--- config.mk ---
export PLATFORM = sky130hd
export DESIGN_NAME = eth_tx_pad_fcs
export DESIGN_NICKNAME = d
export VERILOG_FILES = /design/src/rtl/eth_tx_pad_fcs.sv
export SDC_FILE = /design/constraint.sdc
export NUM_CORES = 1
export LEC_CHECK = 0
export CORE_UTILIZATION = 60
export CTS_CLUSTER_DIAMETER = 60
export DETAILED_ROUTE_END_ITERATION = 10
export GPL_ROUTABILITY_DRIVEN = 0
export GPL_TIMING_DRIVEN = 0
export PLACE_DENSITY_LB_ADDON = 0.05
export SYNTH_ARGS = -nofsm -noshare
export SYNTH_HDL_FRONTEND = slang
export SYNTH_SLANG_ARGS = --single-unit
--- constraint.sdc ---
create_clock -name s_aclk -period 2.49 [get_ports s_aclk]
set_input_delay 0.747 -clock s_aclk [delete_from_list [all_inputs] [get_ports s_aclk]]
set_output_delay 0.747 -clock s_aclk [all_outputs]
set_load 0.1 [all_outputs]
--- src/rtl/eth_tx_pad_fcs.sv ---
// Byte-wide AXI-Stream TX stage: pads a raw Ethernet frame with zeros up to
// MIN_FRAME_LEN bytes and appends the IEEE 802.3 CRC-32 FCS, LSB byte first.
module eth_tx_pad_fcs #(
  parameter int AXI_DATA_WIDTH = 8,
  parameter int MIN_FRAME_LEN  = 60,
  parameter bit FCS_EN         = 1'b1
) (
  input  logic                      s_aclk,
  input  logic                      s_sresetn,
  input  logic [AXI_DATA_WIDTH-1:0] s_axis_tdata,
  input  logic                      s_axis_tvalid,
  input  logic                      s_axis_tlast,
  input  logic                      s_axis_tuser,
  output logic                      s_axis_trdy,
  output logic [AXI_DATA_WIDTH-1:0] m_axis_tdata,
  output logic                      m_axis_tvalid,
  output logic                      m_axis_tlast,
  output logic                      m_axis_tuser,
  input  logic                      m_axis_trdy
);

  generate
    if (AXI_DATA_WIDTH != 8) begin : g_width_check
      $error("eth_tx_pad_fcs: only AXI_DATA_WIDTH = 8 is supported");
    end
  endgenerate

  typedef enum logic [1:0] {
    ST_DATA = 2'd0,
    ST_PAD  = 2'd1,
    ST_FCS  = 2'd2
  } state_e;

  localparam logic [16:0] MIN_LEN_C = 17'(MIN_FRAME_LEN);
  localparam logic [31:0] CRC_INIT  = 32'hFFFF_FFFF;

  function automatic logic [31:0] crc32_byte(input logic [31:0] crc, input logic [7:0] data);
    logic [31:0] c;
    c = crc ^ {24'h00_0000, data};
    for (int i = 0; i < 8; i++) begin
      if (c[0]) begin
        c = (c >> 1) ^ 32'hEDB8_8320;
      end else begin
        c = c >> 1;
      end
    end
    return c;
  endfunction

  state_e                      state_q, state_d;
  logic [31:0]                 crc_q, crc_d;
  logic [15:0]                 byte_cnt_q, byte_cnt_d;
  logic [1:0]                  fcs_idx_q, fcs_idx_d;
  logic                        err_q, err_d;
  logic                        run_q, run_d;
  logic [AXI_DATA_WIDTH-1:0]   tdata_q, tdata_d;
  logic                        tvalid_q, tvalid_d;
  logic                        tlast_q, tlast_d;
  logic                        tuser_q, tuser_d;

  logic                        ld_s;
  logic                        trdy_s;
  logic                        accept_s;
  logic [16:0]                 cnt_next_s;
  logic [15:0]                 cnt_sat_s;
  logic [31:0]                 fcs_s;
  logic [7:0]                  fcs_byte_s;

  // run_q keeps the input closed for the first cycle after reset release
  assign ld_s       = !tvalid_q || m_axis_trdy;
  assign trdy_s     = run_q && (state_q == ST_DATA) && ld_s;
  assign accept_s   = s_axis_tvalid && trdy_s;
  assign cnt_next_s = {1'b0, byte_cnt_q} + 17'd1;
  assign cnt_sat_s  = (byte_cnt_q == 16'hFFFF) ? 16'hFFFF : (byte_cnt_q + 16'd1);
  assign fcs_s      = ~crc_q;

  // Select the FCS byte for the current index, least significant byte first.
  always_comb begin
    fcs_byte_s = 8'h00;
    case (fcs_idx_q)
      2'd0:    fcs_byte_s = fcs_s[7:0];
      2'd1:    fcs_byte_s = fcs_s[15:8];
      2'd2:    fcs_byte_s = fcs_s[23:16];
      2'd3:    fcs_byte_s = fcs_s[31:24];
      default: fcs_byte_s = 8'h00;
    endcase
  end

  // Next-state and output-register computation for the DATA/PAD/FCS sequencer.
  always_comb begin
    state_d    = state_q;
    crc_d      = crc_q;
    byte_cnt_d = byte_cnt_q;
    fcs_idx_d  = fcs_idx_q;
    err_d      = err_q;
    run_d      = 1'b1;
    tdata_d    = tdata_q;
    tvalid_d   = tvalid_q;
    tlast_d    = tlast_q;
    tuser_d    = tuser_q;
    case (state_q)
      ST_DATA: begin
        if (accept_s) begin
          tdata_d    = s_axis_tdata;
          tvalid_d   = 1'b1;
          tlast_d    = 1'b0;
          tuser_d    = 1'b0;
          crc_d      = crc32_byte(crc_q, s_axis_tdata);
          byte_cnt_d = cnt_sat_s;
          err_d      = err_q | s_axis_tuser;
          if (!s_axis_tlast) begin
            state_d = ST_DATA;
          end else if (cnt_next_s < MIN_LEN_C) begin
            state_d = ST_PAD;
          end else if (FCS_EN) begin
            state_d   = ST_FCS;
            fcs_idx_d = 2'd0;
          end else begin
            tlast_d    = 1'b1;
            tuser_d    = err_q | s_axis_tuser;
            crc_d      = CRC_INIT;
            byte_cnt_d = 16'd0;
            err_d      = 1'b0;
          end
        end else if (ld_s) begin
          tvalid_d = 1'b0;
          tlast_d  = 1'b0;
          tuser_d  = 1'b0;
        end else begin
          tvalid_d = tvalid_q;
        end
      end
      ST_PAD: begin
        if (ld_s) begin
          tdata_d    = {AXI_DATA_WIDTH{1'b0}};
          tvalid_d   = 1'b1;
          tlast_d    = 1'b0;
          tuser_d    = 1'b0;
          crc_d      = crc32_byte(crc_q, 8'h00);
          byte_cnt_d = cnt_sat_s;
          if (cnt_next_s < MIN_LEN_C) begin
            state_d = ST_PAD;
          end else if (FCS_EN) begin
            state_d   = ST_FCS;
            fcs_idx_d = 2'd0;
          end else begin
            state_d    = ST_DATA;
            tlast_d    = 1'b1;
            tuser_d    = err_q;
            crc_d      = CRC_INIT;
            byte_cnt_d = 16'd0;
            err_d      = 1'b0;
          end
        end else begin
          state_d = ST_PAD;
        end
      end
      ST_FCS: begin
        if (ld_s) begin
          tdata_d   = fcs_byte_s;
          tvalid_d  = 1'b1;
          fcs_idx_d = fcs_idx_q + 2'd1;
          if (fcs_idx_q == 2'd3) begin
            state_d    = ST_DATA;
            tlast_d    = 1'b1;
            tuser_d    = err_q;
            crc_d      = CRC_INIT;
            byte_cnt_d = 16'd0;
            err_d      = 1'b0;
          end else begin
            tlast_d = 1'b0;
            tuser_d = 1'b0;
          end
        end else begin
          state_d = ST_FCS;
        end
      end
      default: begin
        state_d    = ST_DATA;
        crc_d      = CRC_INIT;
        byte_cnt_d = 16'd0;
        fcs_idx_d  = 2'd0;
        err_d      = 1'b0;
        tvalid_d   = 1'b0;
        tlast_d    = 1'b0;
        tuser_d    = 1'b0;
      end
    endcase
  end

  // State, CRC accumulator and output register bank.
  always_ff @(posedge s_aclk or negedge s_sresetn) begin
    if (!s_sresetn) begin
      state_q    <= ST_DATA;
      crc_q      <= CRC_INIT;
      byte_cnt_q <= 16'd0;
      fcs_idx_q  <= 2'd0;
      err_q      <= 1'b0;
      run_q      <= 1'b0;
      tdata_q    <= {AXI_DATA_WIDTH{1'b0}};
      tvalid_q   <= 1'b0;
      tlast_q    <= 1'b0;
      tuser_q    <= 1'b0;
    end else begin
      state_q    <= state_d;
      crc_q      <= crc_d;
      byte_cnt_q <= byte_cnt_d;
      fcs_idx_q  <= fcs_idx_d;
      err_q      <= err_d;
      run_q      <= run_d;
      tdata_q    <= tdata_d;
      tvalid_q   <= tvalid_d;
      tlast_q    <= tlast_d;
      tuser_q    <= tuser_d;
    end
  end

  assign s_axis_trdy   = trdy_s;
  assign m_axis_tdata  = tdata_q;
  assign m_axis_tvalid = tvalid_q;
  assign m_axis_tlast  = tlast_q;
  assign m_axis_tuser  = tuser_q;

endmodule

After elaboration in Yosys (flattened, before gate mapping)
Cells that the tools add are included.

Register bits: 65. Logic and storage cells: 154.

Add/sub/neg operators: 3. Magnitude comparators: 1. Equality and inequality tests: 14. Multiplexer cells: 91. Bitwise gates (word level): 20. Reduce and logical (&&, ||, !) cells: 15.

Operators by type and width (number): $mux W32 (48); $not A13 Y14 (16); $pmux W32 S3 (1); $mux W16 (5); $pmux W16 S3 (1); $not A32 Y32 (1); $pmux W8 S4 (1); $xor A32 B8 Y32 (1); $mux W8 (3); $pmux W8 S3 (1); $mux W2 (11); $add A16 B1 Y17 const B (1); $lt A17 B6 Y1 const B (1); $add A16 B1 Y16 const B (1); $eq A16 B16 Y1 const B (1); $reduce_and A4 Y1 (4); $mux W1 (14); $pmux W2 S3 (2); $ne A2 B2 Y1 const B (5); $pmux W1 S3 (3); $eq A2 B2 Y1 const B (3); $ne A3 B3 Y1 const B (2); $eq A2 B1 Y1 const B (2); $logic_not A2 Y1 (2); other kinds (11) (14).

Longest topological paths before layout
Gate-level depths: netlist (run 1).

Depth after elaboration: 34. Mapped depth: 8.

Least setup slack after synthesis (run 1)
No wires, ideal clock.

Path kind: flip-flop to output port. Start point: register state_q[0]. End point: output port s_axis_trdy. Data arrival time: 2.111 ns. Setup slack: -0.368 ns. Cell stages (with the launch flop): 6. Path buffers: 2. Cells stage by stage: dfrtp_1 > inv_1 > ha_1 > buf_1 > clkbuf_1 > and3_1.

Cells in the longest elaborated chain, start to end: 3.

RTL lines: from (decl) (RTL line 50) `state_e state_q, state_d;`; from (signal assigned) (RTL line 205) `state_q <= state_d;`; $logic_not A2 Y1 (RTL line 71) `assign trdy_s = run_q && (state_q == ST_DATA) && ld_s;`; $logic_and A1 B1 Y1 (2 in a row) (RTL line 71); to (decl) (RTL line 14) `output logic s_axis_trdy,`.

No other way between the ends.

Worst setup path in the final report (run 1)
Start point: input port s_axis_tdata[5]. End point: register crc_q[24].

Cells in the longest elaborated chain, start to end: 26.

RTL lines: from (decl) (RTL line 10) `input logic [AXI_DATA_WIDTH-1:0] s_axis_tdata,`; $xor A32 B8 Y32 * (RTL line 39) `c = crc ^ {24'h00_0000, data};`; $mux W32 * (RTL line 41) `if (c[0]) begin`; $mux W32 * (RTL line 103) `if (accept_s) begin`; $mux W32 * (RTL line 101) `case (state_q)`; $mux W32 * (RTL line 41); $mux W32 * (RTL line 103); $mux W32 * (RTL line 101); $mux W32 * (RTL line 41); (+10 left out); $mux W32 * (RTL line 101); $mux W32 * (RTL line 41); $mux W32 * (RTL line 103); $mux W32 * (RTL line 101); $not A13 Y14 (no source line); $mux W32 * (RTL line 41); $mux W32 * (RTL line 103); $pmux W32 S3 * (RTL line 101); to (signal assigned) (RTL line 206) `crc_q <= crc_d;`; to (decl) (RTL line 51) `logic [31:0] crc_q, crc_d;`.

Mark *: on every way between the ends. The rest lies on a longest branch, timed or not. The select of a mux whose other input is x is not followed. A chain may end at the register's enable or synchronous reset.

==> flow_summary_export.csv, run 1 <==
group,metric,value,unit
synthesis,syn_area,0.005423,mm²
cts,cts_tree,"yes",
synthesis,ys_top_cells_by_area,"xnor2_1 (16%), dfstp_2 (16%), dfrtp_1 (15%)",
synthesis,synth_top_family_by_area,"XOR/XNOR gates",
placed_design,io_buffers,24,
finish,syn2layout_area_growth,17.17,%
route,totalWireLength,15910,µm
floorplan,rows,34,
route,avgRoutedWirePerCell,20.14,µm
route,detail_route.vias_per_cell,6.382,
global_route,grt_pass1_vias,4882,
global_route,grt.total_usage,34.19,%
synthesis,synth_xor_area_share,26.40,%
synthesis,synth_mux_area_share,1.477,%
global_route,grt_first_pass_wirelength,25090,µm
timing,timing.fmax,0.4055,GHz
finish,fin_nets,702,
route,drc,0,
floorplan,core,0.008721,mm²
synthesis,synth_top_area_share,16.31,%
global_route,grt_use_met1,42.87,%
setup_path,worstPathMaxFanout,5,
floorplan,dieArea,0.009422,mm²
finish,diodes,0,
placed_design,hpwl,11000,µm
finish,post-route-util,72.86,%
floorplan,ioPinCount,26,
status,outcome,"complete, no violations",
timing,whs,494.0,ps
cts,cts_sinks,65,
route,drtIter0Drc,454,
setup_path,crit_arrival,2730,ps
flow_run,maxCapViolCount,0,
floorplan,die_x,97.07,µm
timing,setup_violations,0,
cts,root_buffer,"clkbuf_8",
synthesis,synthesis.nets,650,
floorplan,die_y,97.07,µm
global_route,gr-total-overflow,0,
route,final_antenna_net_count,0,
timing,hold_viol_final,0,
timing,fin_crit_sh,99.03,%
synthesis,ys_async_sr_fraction,100.0,%
setup_path,crit_type,"primary input to register",
synthesis,synth_cells,625,
cts,clockBufferDepth,2,
cts,clkTransAtPathRegs,70,ps
floorplan,start_util,62.18,%
cts,numCtsBuffers,9,
cts,htreeDepth,3,
synthesis,synth.distinct_cells,58,
timing,fin_crit,2466,ps
synthesis,ys.flop_type,"dfrtp_1",
cts,clk_latency,360,ps
timing,finalClockSkew,15.62,ps
synthesis,synth_compound_area_share,20.58,%
global_route,antenna_found_initial,0,
global_route,grtUsageMet2,56.45,%
route,vias,5042,
synthesis,synth_top_area_cell,"xnor2_1",
timing,slew_viol_final,0,
setup_path,crit_required,2750,ps
finish,layout-drive-gt1-share,19.65,%
global_route,gr-max-usage-layer,"met2",
global_route,met3_usage,4.820,%
synthesis,ys_ff_latch,65,
synthesis,yosys_warnings,0,
timing,worstMarginPinSlew,968.0,ps
synthesis,syn_avg_cell_area,8.676,µm²
route,drt_first_pass_iters,5,
synthesis,synth-edff-count,0,
global_route,grt_max_degree,66,
synthesis,seq_area_frac_synth,30.73,%
setup_path,cp-end-kind,"register",
setup_path,worst_setup_path_start_kind,"primary input",
synthesis,yosys.area_share.simple,13.34,%
timing,relSlewSlack,35.72,%
finish,nFillCells,654,
worst_hold_path,holdCritPathClass,"primary input to asynchronous set/reset pin",
synthesis,synthAdderAreaFrac,2.538,%
final timing paths:
path	slack, ps	to	depth (start not counted)	from
worst max-delay path	20	crc_q[24]$_DFFE_PN1P_	7	s_axis_tdata[5]
worst min-delay path	490	state_q[0]$_DFFE_PN0P_	1	s_sresetn
worst max register to register	100	state_q[1]$_DFFE_PN0P_	8	byte_cnt_q[2]$_DFFE_PN0P_
worst min register to register	500	crc_q[9]$_DFFE_PN1P_	2	crc_q[9]$_DFFE_PN1P_
max in group asynchronous	1430	state_q[1]$_DFFE_PN0P_	1	s_sresetn
min in group s_aclk	500	crc_q[9]$_DFFE_PN1P_	2	crc_q[9]$_DFFE_PN1P_
critical path, cell delays in order:
cell and delay [ps]:
clkdlybuf4s50_1 570, xnor2_4 430, xnor2_4 200, xor2_2 300
xnor2_1 170, nand2_1 80, a31oi_1 220
per-stage QoR:
step	instance area, µm²	setup WS [ps]	instances	setup TNS [ps]
global placement	5803	-1475	757	-103330
CTS	6146	-10.63	773	-32.12
detailed placement	5801	-1382	757	-32810
global route	6354	-50.66	790	-75.93
floorplan	5428	27.83	625	0
finish	6354	24.20	790	0
area by class of cell:
cell class	instances	area (µm²)	area share [%]
Inverter	19	71.32	1.122
Buffer	39	235.2	3.702
Timing Repair Buffer	41	382.9	6.026
Sequential cell	65	1669	26.27
Tap cell	108	135.1	2.127
Clock buffer	11	141.4	2.225
Clock inverter	5	55.05	0.8665
Multi-Input combinational cell	502	3664	57.66
logic make-up (layout without fill, tap and decap cells):
family,after synthesis,in the layout
XOR/XNOR,142,142
AO/OA/AOI/OAI,182,182
other,1,1
adder cells (fa/ha/maj),11,11
AND/OR/NAND/NOR,158,158
flip-flops,65,65
buffers and inverters,58,115
multiplexers,8,8
cells in the mapped netlist, drive strengths merged, types with 2 or more instances:
cell and count:
xnor2 108, a21oi 78, nor2 60, nand2 58
xor2 34, dfrtp 33, dfstp 32, o21ai 30
a31oi 27, buf 24, inv 18, clkbuf 15
ha 11, mux2i 8, nand3 8, nand4 8
o22ai 8, o311a 8, and3 6, o22a 5
a21o 3, a22oi 3, nand3b 3, nor2b 3
nor4 3, o211ai 3, o21a 3, a211oi 2
a221oi 2, a41oi 2, and4 2, nor3 2
or3 2
repair_timing:
| item | 4_1_cts | 5_1_grt |
|---|---|---|
| pin swaps | 0 | 7 |
| gates resized for setup | 55 | 15 |
| setup buffers | 0 | 17 |
| setup endpoints to repair | 70 | 60 |
| gates cloned | 0 | 0 |
| hold buffers | 0 | 0 |
metal layers:
| metal | up-vias | part of all wire (%) | routed length, µm |
|---|---|---|---|
| met2 | 285 | 47 | 7474 |
| li1 | 2278 | - | - |
| met3 | 72 | 7.8 | 1243 |
| met1 | 2407 | 40 | 6310 |
| met5 | - | 0 | 0 |
| met4 | 0 | 5.5 | 879 |
sequential cells by signal, indices dropped and copies added, names as in the netlist:
signal / count
fcs_idx_q: 2
crc_q: 32
m_axis_tuser: 1
run_q: 1
m_axis_tdata: 8
err_q: 1
state_q: 2
m_axis_tlast: 1
byte_cnt_q: 16
m_axis_tvalid: 1
cells in the final DEF (no fill, tap or decap), types with 16 or more instances in the layout:
cell type,count
nor2_1,58
a21oi_1,78
buf_4,23
dfstp_2,32
xnor2_1,96
dfrtp_1,31
inv_1,16
nand2_1,58
o21ai_0,26
a31oi_1,26
xor2_1,25
Power of run 1 is left out: the tool's default activity adds up to more than one toggle a clock period on the data nets, which glitch-free logic cannot reach.
==> inputs of run 2 (changes only) <==
--- a/config.mk
+++ b/config.mk
@@ -10,6 +10,7 @@
 export DETAILED_ROUTE_END_ITERATION = 10
 export GPL_ROUTABILITY_DRIVEN = 0
 export GPL_TIMING_DRIVEN = 0
+export HOLD_SLACK_MARGIN = 0.12
 export PLACE_DENSITY_LB_ADDON = 0.05
 export SYNTH_ARGS = -nofsm -noshare
 export SYNTH_HDL_FRONTEND = slang
==> results of run 2 <==
Final layout, timing and power as in run 1 (identical DEF).
Power of run 2 is left out for the same reason.
